<file path="src/rtl/div_pkg.sv">
// Shared types and constants for the iterative RV32M divider.
package div_pkg;

  localparam int unsigned DIV_XLEN = 32;

  // Divider control FSM encoding
  typedef enum logic [1:0] {
    DIV_IDLE = 2'd0,
    DIV_CALC = 2'd1,
    DIV_DONE = 2'd2
  } div_state_e;

  // Per-operation control captured when the operation starts
  typedef struct packed {
    logic rem_sel;   // return remainder instead of quotient
    logic sign_q;    // quotient must be negated
    logic sign_r;    // remainder must be negated
    logic special;   // divide-by-zero or signed overflow, result preloaded
  } div_ctl_t;

endpackage

</file>
<file path="src/rtl/div_step.sv">
// One restoring-division step: shift in one dividend bit, trial-subtract the divisor.
module div_step #(
  parameter int unsigned XLEN = 32
) (
  input  logic [XLEN-1:0] rem,
  input  logic            din,
  input  logic [XLEN-1:0] divisor,
  output logic [XLEN-1:0] rem_next_c,
  output logic            q_bit_c
);

  logic [XLEN:0] shifted;
  logic [XLEN:0] trial;

  // The partial remainder is always below the divisor, so the XLEN+1 bit
  // shifted value and its trial difference never overflow; trial's MSB is the borrow.
  always_comb begin
    shifted    = {rem, din};
    trial      = shifted - {1'b0, divisor};
    q_bit_c    = ~trial[XLEN];
    rem_next_c = q_bit_c ? trial[XLEN-1:0] : shifted[XLEN-1:0];
  end

endmodule

</file>
<file path="src/rtl/div.sv">
// Iterative radix-2 restoring divider for DIV/DIVU/REM/REMU, stalling EX until div_done.
module div
  import div_pkg::*;
#(
  parameter int unsigned XLEN = DIV_XLEN
) (
  input  logic            clk,
  input  logic            rst_n,
  input  logic            ex_is_div_inst,
  input  logic            ex_rem_sel,
  input  logic            ex_div_signed,
  input  logic [XLEN-1:0] d1,
  input  logic [XLEN-1:0] d2,
  output logic            div_done,
  output logic [XLEN-1:0] div_res
);

  localparam int unsigned     CNT_W    = $clog2(XLEN);
  localparam logic [CNT_W-1:0] CNT_LAST = CNT_W'(XLEN - 1);
  localparam logic [XLEN-1:0]  XMIN     = {1'b1, {(XLEN-1){1'b0}}};

  div_state_e       state_q, state_d;
  logic [CNT_W-1:0] cnt_q, cnt_d;
  logic [XLEN-1:0]  rem_q, rem_d;
  logic [XLEN-1:0]  quo_q, quo_d;
  logic [XLEN-1:0]  dvs_q, dvs_d;
  div_ctl_t         ctl_q, ctl_d;
  logic [XLEN-1:0]  res_q, res_d;
  logic             done_q, done_d;

  logic [XLEN-1:0]  step_rem_c;
  logic             step_q_c;
  logic [XLEN-1:0]  quo_shift;
  logic [XLEN-1:0]  d1_abs;
  logic [XLEN-1:0]  d2_abs;
  logic             div_zero;
  logic             div_ovf;

  function automatic logic [XLEN-1:0] neg_if(input logic [XLEN-1:0] x, input logic en);
    return en ? (~x + 1'b1) : x;
  endfunction

  // Single restoring step on the current partial remainder and next dividend bit
  div_step #(.XLEN(XLEN)) u_step (
    .rem        (rem_q),
    .din        (quo_q[XLEN-1]),
    .divisor    (dvs_q),
    .rem_next_c (step_rem_c),
    .q_bit_c    (step_q_c)
  );

  // Next-state, datapath and result selection
  always_comb begin
    state_d   = state_q;
    cnt_d     = cnt_q;
    rem_d     = rem_q;
    quo_d     = quo_q;
    dvs_d     = dvs_q;
    ctl_d     = ctl_q;
    res_d     = res_q;
    done_d    = 1'b0;
    quo_shift = {quo_q[XLEN-2:0], step_q_c};
    d1_abs    = neg_if(d1, ex_div_signed & d1[XLEN-1]);
    d2_abs    = neg_if(d2, ex_div_signed & d2[XLEN-1]);
    div_zero  = (d2 == '0);
    div_ovf   = ex_div_signed & (d1 == XMIN) & (d2 == '1);

    unique case (state_q)
      DIV_IDLE: begin
        if (ex_is_div_inst) begin
          ctl_d.rem_sel = ex_rem_sel;
          ctl_d.sign_q  = ex_div_signed & (d1[XLEN-1] ^ d2[XLEN-1]);
          ctl_d.sign_r  = ex_div_signed & d1[XLEN-1];
          ctl_d.special = div_zero | div_ovf;
          quo_d         = d1_abs;
          dvs_d         = d2_abs;
          cnt_d         = '0;
          rem_d         = '0;
          if (div_zero) begin
            res_d   = ex_rem_sel ? d1 : '1;
            state_d = DIV_DONE;
            done_d  = 1'b1;
          end else if (div_ovf) begin
            res_d   = ex_rem_sel ? '0 : XMIN;
            state_d = DIV_DONE;
            done_d  = 1'b1;
          end else begin
            state_d = DIV_CALC;
          end
        end
      end
      DIV_CALC: begin
        if (!ex_is_div_inst) begin
          // Squashed by flush: drop the operation, keep the previous result
          state_d = DIV_IDLE;
        end else begin
          rem_d = step_rem_c;
          quo_d = quo_shift;
          cnt_d = cnt_q + 1'b1;
          if (cnt_q == CNT_LAST) begin
            res_d   = ctl_q.rem_sel ? neg_if(step_rem_c, ctl_q.sign_r)
                                    : neg_if(quo_shift, ctl_q.sign_q);
            state_d = DIV_DONE;
            done_d  = 1'b1;
          end
        end
      end
      DIV_DONE: begin
        state_d = DIV_IDLE;
      end
      default: begin
        state_d = DIV_IDLE;
      end
    endcase
  end

  // State and datapath registers
  always_ff @(posedge clk or negedge rst_n) begin
    if (!rst_n) begin
      state_q <= DIV_IDLE;
      cnt_q   <= '0;
      rem_q   <= '0;
      quo_q   <= '0;
      dvs_q   <= '0;
      ctl_q   <= '0;
      res_q   <= '0;
      done_q  <= 1'b0;
    end else begin
      state_q <= state_d;
      cnt_q   <= cnt_d;
      rem_q   <= rem_d;
      quo_q   <= quo_d;
      dvs_q   <= dvs_d;
      ctl_q   <= ctl_d;
      res_q   <= res_d;
      done_q  <= done_d;
    end
  end

  assign div_done = done_q;
  assign div_res  = res_q;

endmodule

</file>
<file path="config.mk">
export PLATFORM = sky130hd
export DESIGN_NAME = div
export DESIGN_NICKNAME = d
export VERILOG_FILES = /design/src/rtl/div_pkg.sv /design/src/rtl/div_step.sv /design/src/rtl/div.sv
export SDC_FILE = /design/constraint.sdc
export NUM_CORES = 1
export LEC_CHECK = 0
export ABC_AREA = 0
export CORE_ASPECT_RATIO = 2
export CORE_MARGIN = 4
export CORE_UTILIZATION = 34
export CTS_CLUSTER_DIAMETER = 50
export DETAILED_ROUTE_END_ITERATION = 8
export GPL_TIMING_DRIVEN = 0
export PLACE_DENSITY = 0.54
export SLEW_MARGIN = 20
export SYNTH_ARGS = -nofsm -noshare
export SYNTH_HDL_FRONTEND = slang
export SYNTH_HIERARCHICAL = 1
export SYNTH_SLANG_ARGS = --single-unit
</file>
<file path="constraint.sdc">
create_clock -name clk -period 6.3 [get_ports clk]
set_input_delay 0.63 -clock clk [delete_from_list [all_inputs] [get_ports clk]]
set_output_delay 0.63 -clock clk [all_outputs]
set_load 0.01 [all_outputs]
</file>
## Word-level counts from Yosys, hierarchy flattened

Cells that the tools add are included.

- Flip-flop bits (word level): 139
- Input bits: 69
- Output and inout bits: 33

- Add/sub/neg operators: 6
- Equality and inequality tests: 9
- Multiplexer cells: 35
- Bitwise logic cells: 11
- Reduce and logical (&&, ||, !) cells: 7

Operator list:

| kind | number |
|---|---|
| 32-bit 2-to-1 mux | 17 |
| 32-bit case mux with 2 select lines | 3 |
| 32-bit by 1-bit adder with 32-bit output (second input constant) | 4 |
| 32-bit NOT | 4 |
| 32-bit equality test (second input constant) | 2 |
| 33-bit by 32-bit subtractor with 33-bit output | 1 |
| 32-bit zero test | 1 |
| 2-bit 2-to-1 mux | 5 |
| 5-bit 2-to-1 mux | 2 |
| 5-bit case mux with 2 select lines | 1 |
| 2-bit != test (second input constant) | 3 |
| 3-bit != test (second input constant) | 2 |
| 5-bit by 1-bit adder with 5-bit output (second input constant) | 1 |
| 1-bit bitwise AND | 5 |
| 5-bit equality test (second input constant) | 1 |
| 1-bit 2-to-1 mux | 5 |
| 5-bit AND reduction | 1 |
| 2-bit case mux with 2 select lines | 1 |
| 2-bit AND reduction | 2 |
| 3-bit AND reduction | 1 |
| 2-bit by 1-bit equality test with 1-bit output (second input constant) | 1 |
| 2-bit zero test | 1 |
| 1-bit case mux with 2 select lines | 1 |
| 2-bit nonzero test | 1 |
| other kinds (2) | 2 |

## Depth between registers and ports, before layout

Gate-level depths: netlist of the first run.

- Word-level depth: 9
- Mapped depth: 23
- Depth with buffers taken out: 21

## Modules after synthesis

Netlist of the first run, hierarchy kept.

Modules (own cells, without submodules):

| module | times used | cells an instance | area each (um^2) | seq. area each (um^2) |
|---|---|---|---|---|
| div | 1 | 1036 | 8753.4 | 3478.3 |
| div_step | 1 | 305 | 2358.5 | 0.0 |

## Worst setup path after synthesis of the first run

No wires, ideal clock.

- Path type: reg2reg
- From: register quo_q[31]
- To: register res_q[31] (netlist: div_res[31])
- Data arrival time: 5.134 ns
- Slack: 1.044 ns
- Stages on the path, launching flop included: 24
- Path buffers: 3
- Cell sequence: dfrtp_1 -> inv_1 -> ha_1 -> fa_1 -> and2b_1 -> o2111ai_2 -> a21oi_2 -> o2111ai_1 -> a211oi_2 -> nor2_4 -> mux2i_4 -> and2_4 -> buf_12 -> inv_8 -> buf_12 -> mux2_4 -> or3_1 -> clkbuf_1 -> or4_1 -> or3_1 -> nor3_1 -> nor4_1 -> a311o_1 -> o22a_1

- Cells in the longest elaborated chain, start to end: 9
- Elaborated cells between the ends (all ways): 13
- Those cells by class: 3 x add/sub; 7 x mux; 3 x bitwise

RTL lines:

| item | line | text |
|---|---|---|
| start: declaration | div.sv:25 | `logic [XLEN-1:0] quo_q, quo_d;` |
| start signal: assignment | div.sv:132 | `quo_q <= quo_d;` |
| 33-bit by 32-bit subtractor with 33-bit output | div_step.sv:19 | `trial = shifted - {1'b0, divisor};` |
| 32-bit 2-to-1 mux | div_step.sv:21 | `rem_next_c = q_bit_c ? trial[XLEN-1:0] : shifted[XLEN-1:0];` |
| net step_rem_c[16] | div.sv:31 | `logic [XLEN-1:0] step_rem_c;` |
| 32-bit NOT | div.sv:40 | `return en ? (~x + 1'b1) : x;` |
| 32-bit by 1-bit adder with 32-bit output | div.sv:40 |  |
| 32-bit 2-to-1 mux | div.sv:40 |  |
| 32-bit 2-to-1 mux | div.sv:101 | `res_d = ctl_q.rem_sel ? neg_if(step_rem_c, ctl_q.sign_r)` |
| 32-bit 2-to-1 mux | div.sv:100 | `if (cnt_q == CNT_LAST) begin` |
| 32-bit 2-to-1 mux | div.sv:93 | `if (!ex_is_div_inst) begin` |
| 32-bit case mux with 2 select lines | div.sv:68 | `unique case (state_q)` |
| end signal: assignment | div.sv:135 | `res_q <= res_d;` |
| end: declaration | div.sv:28 | `logic [XLEN-1:0] res_q, res_d;` |

The timed path passes the listed nets, and every way through them passes these cells. The select of a mux whose other input is x is not followed.
A chain may end at the register's enable or synchronous reset.

## Final worst setup path of the first run

Same ends and word-level chain as after synthesis.

==> results.toml, run 1 <==
[power]
power_frac_comb = 0.616
netSwitchingFraction = 0.4508
p_seq_frac = 0.208
p_switching_mw = 2.960
p_leak_nw = 5.507
power.density_nw_per_um2 = 489.9
intPower_mw = 3.606
p_clk_frac = 0.176
peakVddDrop_mv = 0.2117

[yosys]
synth-edff-count = 0
synth_area_leaders = "dfrtp_1 (31%), o21ai_0 (6.6%), xnor2_1 (5.8%)"
syn_nets = 1450
ys_ff_latch = 139
synth_area_um2 = 11110
ys_types = 84
yosys_warnings = 6
synth_commonest_cells = "o21ai_0 (147), nand2_1 (140), dfrtp_1 (139), a21oi_1 (102), nor2_1 (88)"
synth.largest_area_cell = "dfrtp_1"
synth_top_area_share = 0.3130
synthCells = 1341
synth-seq-area-share = 0.3130
synth_flop_cell = "dfrtp_1"
synth.most_common_cell = "o21ai_0"
avgSynthCellArea_um2 = 8.286
synth-async-reset-ratio = 1.000

[placement]
postPlaceCellArea_um2 = 12680
place.gp.congestion = 0.9733
io_buffers = 100
place_ws_ps = -329.1
hpwl_um = 35070

[cts]
ctsHoldBuffers = 0
clk_latency_ps = 460
root_buffer = "clkbuf_16"
htree_levels = 4
cts_tree = "done"
numCtsBuffers = 17
cts_sinks = 139
clk_path_buf_depth = 2
cts.reportedPaths.clkPinSlew_ps = 60

[setup_path]
crit_arrival_ps = 6410
critPathCaptureType = "register"
critPathLaunchType = "register"
cp_max_fo = 10
worstSetupPathType = "register to register"
worstPathRequired_ps = 6640

[detailed_routing]
drc_errors = 0
antenna_left = 0
dr.pass1.iters = 5
num_vias = 10780
routed_via_density = 5.657
drt-initial-drc-count = 736
wl_per_cell_um = 22.94
routed_wl_um = 43710

[sta]
relSlewSlack = 0.2407
finalSetupTns_ps = 0
hold_violations = 0
slew_viol_final = 0
layout_min_cycle_time_ps = 6069
setup_viol_count_final = 0
clock.fmax_mhz = 164.8
skew_ps = 14.53
fin_ws_ps = 230.7
tightest_slew_ps = 1124
fin_crit_sh = 0.9634

[grt]
grt_usage = 0.2449
grt_pass1_vias = 11130
antenna_found_initial = 0
grt_pass1_wl_um = 65710
grt_max_degree = 75
grt.overflow.total = 0

[floorplan]
std_cell_rows = 93
die_area_um2 = 35810
num_io_pins = 102
die_h_um = 263.7
start_util = 0.3447
chipWidth_um = 135.8
coreArea_um2 = 32230

[run]
drv_cap = 0

[final_layout]
nNetsFinal = 1575
design_area_um2 = 13400
drive_gt1_frac = 0.07240
antenna_cells = 0
fillers = 3393
syn_to_final_growth_pct = 20.61

[outcome]
status = "completed"

[hold_path]
min_path_type = "input port to asynchronous set/reset pin"
==> layout make-up <==
cell class                 count  area [um2]  area share
inverter                      56       217.7     0.01625
timing repair buffer         106        1071     0.07992
tap                          427       534.3     0.03987
sequential                   139        3478      0.2595
multi-input combinational   1069        7042      0.5254
clock buffer                  18       439.2     0.03277
clock inverter                13       215.2     0.01606
buffer                        77       404.1     0.03016
==> per-stage QoR <==
step / hold slack [ps] / cells / power, mW / utilization
after global placement: 464.1 / 1868 / 5.292 / 0.3924
final: 103.9 / 1905 / 6.565 / 0.4158
after CTS: 116.4 / 1905 / 6.568 / 0.4152
after global routing: 147.4 / 1905 / 6.999 / 0.4158
after detailed placement: 469.0 / 1869 / 5.334 / 0.3934
after floorplan: 334.4 / 1341 / 4.165 / -
==> cell usage in the layout (no fill, tap or decap), types with 5 or more instances in the layout <==
cell	instances
bufinv_16	5
nor2b_1	11
dfrtp_1	139
and3_1	15
o21ai_0	147
and2_1	5
a22o_1	35
buf_4	8
o211ai_1	21
nor4_1	16
clkbuf_1	53
buf_6	5
a21oi_1	102
nand3_1	23
a21o_1	21
nand2_1	140
o41ai_1	18
mux2i_1	6
mux2_4	19
nor3b_1	5
o22ai_1	11
ha_1	39
or3_1	11
inv_1	54
xnor2_1	73
nand4_1	20
or4_1	11
o31ai_1	27
nand2b_1	9
nor2_1	88
clkbuf_16	17
a31oi_1	16
buf_1	8
mux2_2	6
clkdlybuf4s50_1	99
nor3_1	28
o21a_1	9
xor2_1	66
==> per-layer routing <==
layer / vias to the layer above / GRT usage / routed length (um)
met5: - / 0 / 0
met4: 0 / 0.1620 / 3196
met3: 127 / 0.02725 / 1400
met2: 334 / 0.4792 / 24590
met1: 5195 / 0.2307 / 14520
li1: 5121 / - / -
==> power groups by stage <==
stage	Sequential [mW]	Clock [mW]	Combinational, mW
floorplan	1.35	0	2.82
global placement	1.38	0	3.91
detailed placement	1.38	0	3.96
CTS	1.37	1.17	4.03
global route	1.41	1.21	4.39
finish	1.37	1.16	4.04
==> critical path, cell delays in order (launching register included) <==
cell,delay (ps)
dfrtp_1,430
inv_1,70
ha_1,220
fa_1,400
and2b_1,240
o2111ai_2,140
a21oi_2,260
o2111ai_2,260
a211oi_2,310
nor2_4,110
mux2i_4,360
and2_4,230
buf_12,140
inv_8,50
buf_12,140
mux2_4,320
or3_1,410
clkbuf_1,200
or4_1,440
or3_1,360
nor3_2,210
nor4_1,70
a311o_1,380
o22a_1,170
==> final timing paths <==
| path | start | endpoint | slack [ps] | cells after the start |
|---|---|---|---|---|
| hold / removal | rst_n | dvs_q[0]$_DFFE_PN0P_ | 100 | 1 |
| min in group clk | dvs_q[3]$_DFFE_PN0P_ | dvs_q[3]$_DFFE_PN0P_ | 470 | 2 |
| hold reg to reg | dvs_q[3]$_DFFE_PN0P_ | dvs_q[3]$_DFFE_PN0P_ | 470 | 2 |
| max in group asynchronous | rst_n | rem_q[17]$_DFFE_PN0P_ | 5400 | 2 |
| setup / recovery | quo_q[31]$_DFFE_PN0P_ | div_res[31]$_DFFE_PN0P_ | 230 | 23 |
| setup reg to reg | quo_q[31]$_DFFE_PN0P_ | div_res[31]$_DFFE_PN0P_ | 230 | 23 |
==> state kept, by name, indices dropped and copies added (netlist names) <==
| name | count |
|---|---|
| rem_q | 32 |
| cnt_q | 5 |
| state_q | 2 |
| div_done | 1 |
| ctl_q | 3 |
| dvs_q | 32 |
| div_res | 32 |
| quo_q | 32 |
==> cells by family (layout without fill, tap and decap cells) <==
group | Yosys count | in the layout | share of synthesized area
compound gates | 449 | 449 | 0.2548
fa+ha+maj | 40 | 40 | 0.04572
flops | 139 | 139 | 0.3130
buf+inv | 133 | 270 | 0.05596
simple gates | 409 | 409 | 0.1817
xor+xnor | 139 | 139 | 0.1096
mux | 32 | 32 | 0.03918
==> what timing repair did <==
item,in CTS,in global routing
pin swaps,2,2
resized for setup,2,2
endpoints found under the hold margin,0,0
buffers inserted,5,0
cloned,0,0
endpoints found under the setup margin,11,2
No activity file was read; power rests on OpenSTA's default activity.
==> inputs of run 2 (changes only) <==
--- a/config.mk
+++ b/config.mk
@@ -12,6 +12,7 @@
 export CTS_CLUSTER_DIAMETER = 50
 export DETAILED_ROUTE_END_ITERATION = 8
 export GPL_TIMING_DRIVEN = 0
+export MAX_ROUTING_LAYER = met4
 export PLACE_DENSITY = 0.54
 export SLEW_MARGIN = 20
 export SYNTH_ARGS = -nofsm -noshare
==> run 2 against run 1 <==
Net effect:
- design area is 0.56% lower
- first-iteration DRC count is 7.9% lower
- non-clock buffer count is 1 lower
- clock skew up 4.2 ps
- register-to-register slack gained 30 ps
- count of clock-buffer cells in the layout unchanged
- die area did not move
- clock power shrank 11%
- flip-flop and latch count is the same
- critical path depth decreased by 1
- setup slack improved by 34 ps
- critical path type unchanged
==> results.toml, run 2 (synthesized netlist as in run 1, its figures left out) <==
[floorplan]
die_area_um2 = 35810
coreArea_um2 = 32230
chipWidth_um = 135.8
start_util = 0.3447
num_io_pins = 102
std_cell_rows = 93
die_h_um = 263.7

[final_layout]
layout_common_cells = "o21ai_0 (147), nand2_1 (140), dfrtp_1 (139)"
utilization = 0.4135
layout_commonest_cell = "o21ai_0"
fillers = 3395
register_area_um2 = 3478
nNetsFinal = 1574
layout.cells.non_filler = 1905
antenna_cells = 0
design_area_um2 = 13330
syn_to_final_growth_pct = 19.93
multiInputGateArea_um2 = 7047
drive_gt1_frac = 0.07375

[power]
p_seq_frac = 0.213
power.total_mw = 6.428
intPower_mw = 3.448
power_frac_comb = 0.627
netSwitchingFraction = 0.4637
p_switching_mw = 2.980
peakVddDrop_mv = 0.2202
power.density_nw_per_um2 = 482.3
p_leak_nw = 5.468
p_clk_frac = 0.160

[placement]
io_buffers = 100
dp.cells = 1869
place.gp.congestion = 0.9910
postPlaceCellArea_um2 = 12680
hpwl_um = 35560

[detailed_routing]
drc_errors = 0
routed_via_density = 5.661
routed_wl_um = 44050
drt-initial-drc-count = 678
num_vias = 10780
antenna_left = 0
dr.pass1.iters = 5
wl_per_cell_um = 23.13

[cts]
cts.reportedPaths.clkPinSlew_ps = 70
clk_latency_ps = 470
clk_path_buf_depth = 2
ctsHoldBuffers = 0
root_buffer = "clkbuf_16"
cts_tree = "done"
htree_levels = 4
numCtsBuffers = 17
cts_sinks = 139

[grt]
grt_pass1_wl_um = 66850
grt_usage = 0.2561
grt.overflow.total = 0
antenna_found_initial = 0
grt_max_degree = 72
grt_pass1_vias = 11250

[sta]
tightest_slew_ps = 1029
hold_violations = 0
layout_min_cycle_time_ps = 6035
setup_viol_count_final = 0
relSlewSlack = 0.3051
fin_crit_sh = 0.9579
clock.fmax_mhz = 165.7
slew_viol_final = 0
skew_ps = 18.70
rsz0062_at_grt = "false"
hold_ws_ps = 133.8

[setup_path]
worstPathRequired_ps = 6630
cp_max_fo = 10
worstSetupPathType = "register to register"
critPathLaunchType = "register"
crit_arrival_ps = 6370
critPathCaptureType = "register"

[outcome]
status = "completed"

[run]
drv_cap = 0

[hold_path]
min_path_type = "input port to asynchronous set/reset pin"
## run 2: changes by cell type in the layout (fill, tap and decap cells not counted)
cell        delta
inv_6          +1
bufinv_16      -4
clkbuf_1       -1
clkinv_4       +1
nor3b_1        -1
nor3b_2        +1
inv_8          +1
clkinvlp_4     +2
## run 2: timing repair
action                                  in CTS  in global routing
endpoints found under the setup margin      13                  2
setup buffers                                4                  1
hold endpoints to repair                     0                  0
pin swaps                                    2                  2
resized for setup                            3                  2
## run 2: power groups by stage
stage	clock network [mW]	registers [mW]	logic [mW]
finish	1.03	1.37	4.03
global route	1.07	1.40	4.39
CTS	1.04	1.37	4.03
detailed placement	0	1.38	3.96
global placement	0	1.38	3.92
floorplan	0	1.35	2.82
## run 2: critical path, cell delays in order, from the launching register on
cell and delay, ps:
dfrtp_1 450, inv_1 70, ha_1 220, fa_1 400
and2b_1 250, o2111ai_2 140, a21oi_2 240, o2111ai_2 250
a211oi_2 310, nor2_4 110, mux2i_4 370, and2_4 230
buf_12 140, inv_8 50, buf_12 140, mux2_4 330
or3_1 540, or4_1 460, or3_1 370, nor2_1 190
o221ai_1 180, a311oi_2 300, o21ai_0 130
## run 2: per-stage QoR
| stage | setup TNS, ps | setup WS [ps] |
|---|---|---|
| 4_1_cts | 0 | 56.47 |
| 3_5_place_dp | -1727 | -380.2 |
| 3_3_place_gp | -175490 | -1284 |
| 6_report | 0 | 264.9 |
| 5_1_grt | 0 | 60.90 |
| 2_1_floorplan | 0 | 1044 |
## run 2: worst paths after layout
| path | startpoint | to | slack, ps | depth (start not counted) |
|---|---|---|---|---|
| setup reg to reg | quo_q[31]$_DFFE_PN0P_ | div_res[30]$_DFFE_PN0P_ | 260 | 22 |
| setup / recovery | quo_q[31]$_DFFE_PN0P_ | div_res[30]$_DFFE_PN0P_ | 260 | 22 |
| hold / removal | rst_n | dvs_q[2]$_DFFE_PN0P_ | 130 | 1 |
| hold reg to reg | dvs_q[23]$_DFFE_PN0P_ | dvs_q[23]$_DFFE_PN0P_ | 480 | 2 |
| min in group clk | dvs_q[23]$_DFFE_PN0P_ | dvs_q[23]$_DFFE_PN0P_ | 480 | 2 |
| max in group asynchronous | rst_n | quo_q[24]$_DFFE_PN0P_ | 5370 | 2 |
## run 2: layout make-up
class	count	area share
Multi-Input combinational cell	1069	0.5288
Sequential cell	139	0.2610
Timing Repair Buffer	106	0.08037
Tap cell	427	0.04009
Clock buffer	18	0.03295
Buffer	76	0.03004
Inverter	56	0.01634
Clock inverter	14	0.01042
## run 2: per-layer routing
layer / share of wire / vias up / GRT usage
li1: - / 5129 / -
met2: 0.56 / 323 / 0.4835
met3: 0.034 / 130 / 0.03335
met4: 0.074 / 0 / 0.1642
met5: 0 / - / -
met1: 0.33 / 5202 / 0.2345
==> inputs of run 3 (changes only) <==
--- a/config.mk
+++ b/config.mk
@@ -6,14 +6,15 @@
 export NUM_CORES = 1
 export LEC_CHECK = 0
 export ABC_AREA = 0
+export CAP_MARGIN = 20
 export CORE_ASPECT_RATIO = 2
 export CORE_MARGIN = 4
-export CORE_UTILIZATION = 34
+export CORE_UTILIZATION = 55
 export CTS_CLUSTER_DIAMETER = 50
 export DETAILED_ROUTE_END_ITERATION = 8
 export GPL_TIMING_DRIVEN = 0
 export MAX_ROUTING_LAYER = met4
-export PLACE_DENSITY = 0.54
+export PLACE_DENSITY = 0.79
 export SLEW_MARGIN = 20
 export SYNTH_ARGS = -nofsm -noshare
 export SYNTH_HDL_FRONTEND = slang
==> constraint.sdc (replaced) <==
create_clock -name clk -period 7.1 [get_ports clk]
set_input_delay 0.71 -clock clk [delete_from_list [all_inputs] [get_ports clk]]
set_output_delay 0.71 -clock clk [all_outputs]
set_load 0.01 [all_outputs]
==> run 3 against run 2 <==
Net effect:
- largest power group unchanged
- maximum frequency fell by 6.8%
- highest routed layer unchanged
- critical path depth fell by 1
- total power fell by 8.2%
==> results.toml, run 3 (synthesized netlist as in run 1, its figures left out) <==
[floorplan]
num_io_pins = 102
start_util = 0.5581
coreArea_um2 = 19910
die_h_um = 209.0
die_area_um2 = 22680
chipWidth_um = 108.5
std_cell_rows = 73

[final_layout]
layout_common_cells = "o21ai_0 (147), nand2_1 (140), dfrtp_1 (139)"
nNetsFinal = 1570
utilization = 0.6597
layout_commonest_cell = "o21ai_0"
syn_to_final_growth_pct = 18.22
drive_gt1_frac = 0.06716

[sta]
rsz0062_at_grt = "false"
layout_min_cycle_time_ps = 6473
tightest_slew_ps = 866.6
clock.fmax_mhz = 154.5
fin_crit_sh = 0.9117
hold_violations = 0
slew_viol_final = 0
skew_ps = 9.577
relSlewSlack = 0.4170
setup_viol_count_final = 0

[cts]
clk_path_buf_depth = 2
ctsResizeCount = 0
htree_levels = 4
numCtsBuffers = 17
cts_tree = "done"
root_buffer = "clkbuf_16"
cts.reportedPaths.clkPinSlew_ps = 60
clk_latency_ps = 450
ctsHoldBuffers = 0
cts_sinks = 139
cts_setup_buffers = 0

[outcome]
status = "completed"

[setup_path]
cp_max_fo = 10
worstPathRequired_ps = 7480
crit_arrival_ps = 6860
worstSetupPathType = "register to register"
critPathCaptureType = "register"
critPathLaunchType = "register"

[power]
power.density_nw_per_um2 = 449.0
p_seq_frac = 0.205
p_leak_nw = 5.492
p_clk_frac = 0.170
peakVddDrop_mv = 0.2272
power_frac_comb = 0.626
netSwitchingFraction = 0.4631
power.total_mw = 5.898
intPower_mw = 3.167
p_switching_mw = 2.731

[detailed_routing]
antenna_left = 0
drc_errors = 0
routed_via_density = 6.553
routed_wl_um = 44590
num_vias = 11380
drt-initial-drc-count = 891
dr.pass1.iters = 6
wl_per_cell_um = 25.67

[placement]
hpwl_um = 34680
io_buffers = 100
place.gp.congestion = 1.083

[grt]
grt_pass1_vias = 11480
grt.overflow.total = 0
grt_usage = 0.4102
antenna_found_initial = 1
grt_max_degree = 93
grt_pass1_wl_um = 66420

[run]
drv_cap = 0

[hold_path]
min_path_type = "input port to asynchronous set/reset pin"
==> run 3: routing by layer <==
layer / vias to the layer above / part of all wire / GRT usage
met5: - / 0 / -
met4: 0 / 0.12 / 0.4076
met3: 286 / 0.074 / 0.1107
met2: 562 / 0.49 / 0.6719
met1: 5413 / 0.31 / 0.3605
li1: 5122 / - / -
==> run 3: worst max-delay path: stages, from the launching register on <==
cell and delay (ps):
dfrtp_1 410, inv_1 60, ha_1 220, fa_1 400, and2b_1 240, o2111ai_2 160, a21oi_2 230, o2111ai_1 360
a211oi_2 400, nor2_4 110, mux2i_4 450, and2_4 260, buf_12 140, inv_8 50, mux2_2 340, nor4_1 650
nand4_1 650, o41ai_1 560, xnor2_1 190, nor2_1 80, a221oi_1 240, mux2_2 200
==> run 3: worst paths after layout <==
path	from	to	slack (ps)	cells after the start
min in group clk	dvs_q[3]$_DFFE_PN0P_	dvs_q[3]$_DFFE_PN0P_	480	2
min reg2reg	dvs_q[3]$_DFFE_PN0P_	dvs_q[3]$_DFFE_PN0P_	480	2
max in group asynchronous	rst_n	dvs_q[0]$_DFFE_PN0P_	6130	2
max reg2reg	quo_q[31]$_DFFE_PN0P_	div_res[25]$_DFFE_PN0P_	630	21
min	rst_n	div_done$_DFF_PN0_	150	1
max	quo_q[31]$_DFFE_PN0P_	div_res[25]$_DFFE_PN0P_	630	21
==> run 3: cell type report <==
type | instances | area [um2]
multi-input combinational | 1069 | 7025
inverter | 56 | 217.7
antenna | 1 | 2.502
timing repair buffer | 101 | 1033
tap | 262 | 327.8
clock buffer | 22 | 484.2
buffer | 77 | 404.1
clock inverter | 10 | 162.7
fill | 1832 | 6775
sequential | 139 | 3478
==> run 3: metrics by stage <==
stage / std cells / instance area (um2) / hold WS [ps] / setup WS [ps] / TNS [ps]
CTS: 1736 / 13120 / 169.4 / 773.6 / 0
detailed placement: 1704 / 12470 / 469.9 / 821.3 / 0
global route: 1737 / 13140 / 187.2 / 384.5 / 0
global placement: 1703 / 12440 / 458.7 / -286.3 / -38240
finish: 1737 / 13140 / 154.4 / 626.6 / 0
floorplan: 1341 / 11110 / 414.4 / 1844 / 0
==> run 3: power groups by stage <==
| stage | clock network (mW) | registers (mW) | logic (mW) |
|---|---|---|---|
| 6_report | 1.00 | 1.21 | 3.69 |
| 5_1_grt | 1.03 | 1.23 | 3.93 |
| 4_1_cts | 1.00 | 1.20 | 3.57 |
| 3_5_place_dp | 0 | 1.21 | 3.55 |
| 3_3_place_gp | 0 | 1.21 | 3.47 |
| 2_1_floorplan | 0 | 1.19 | 2.50 |
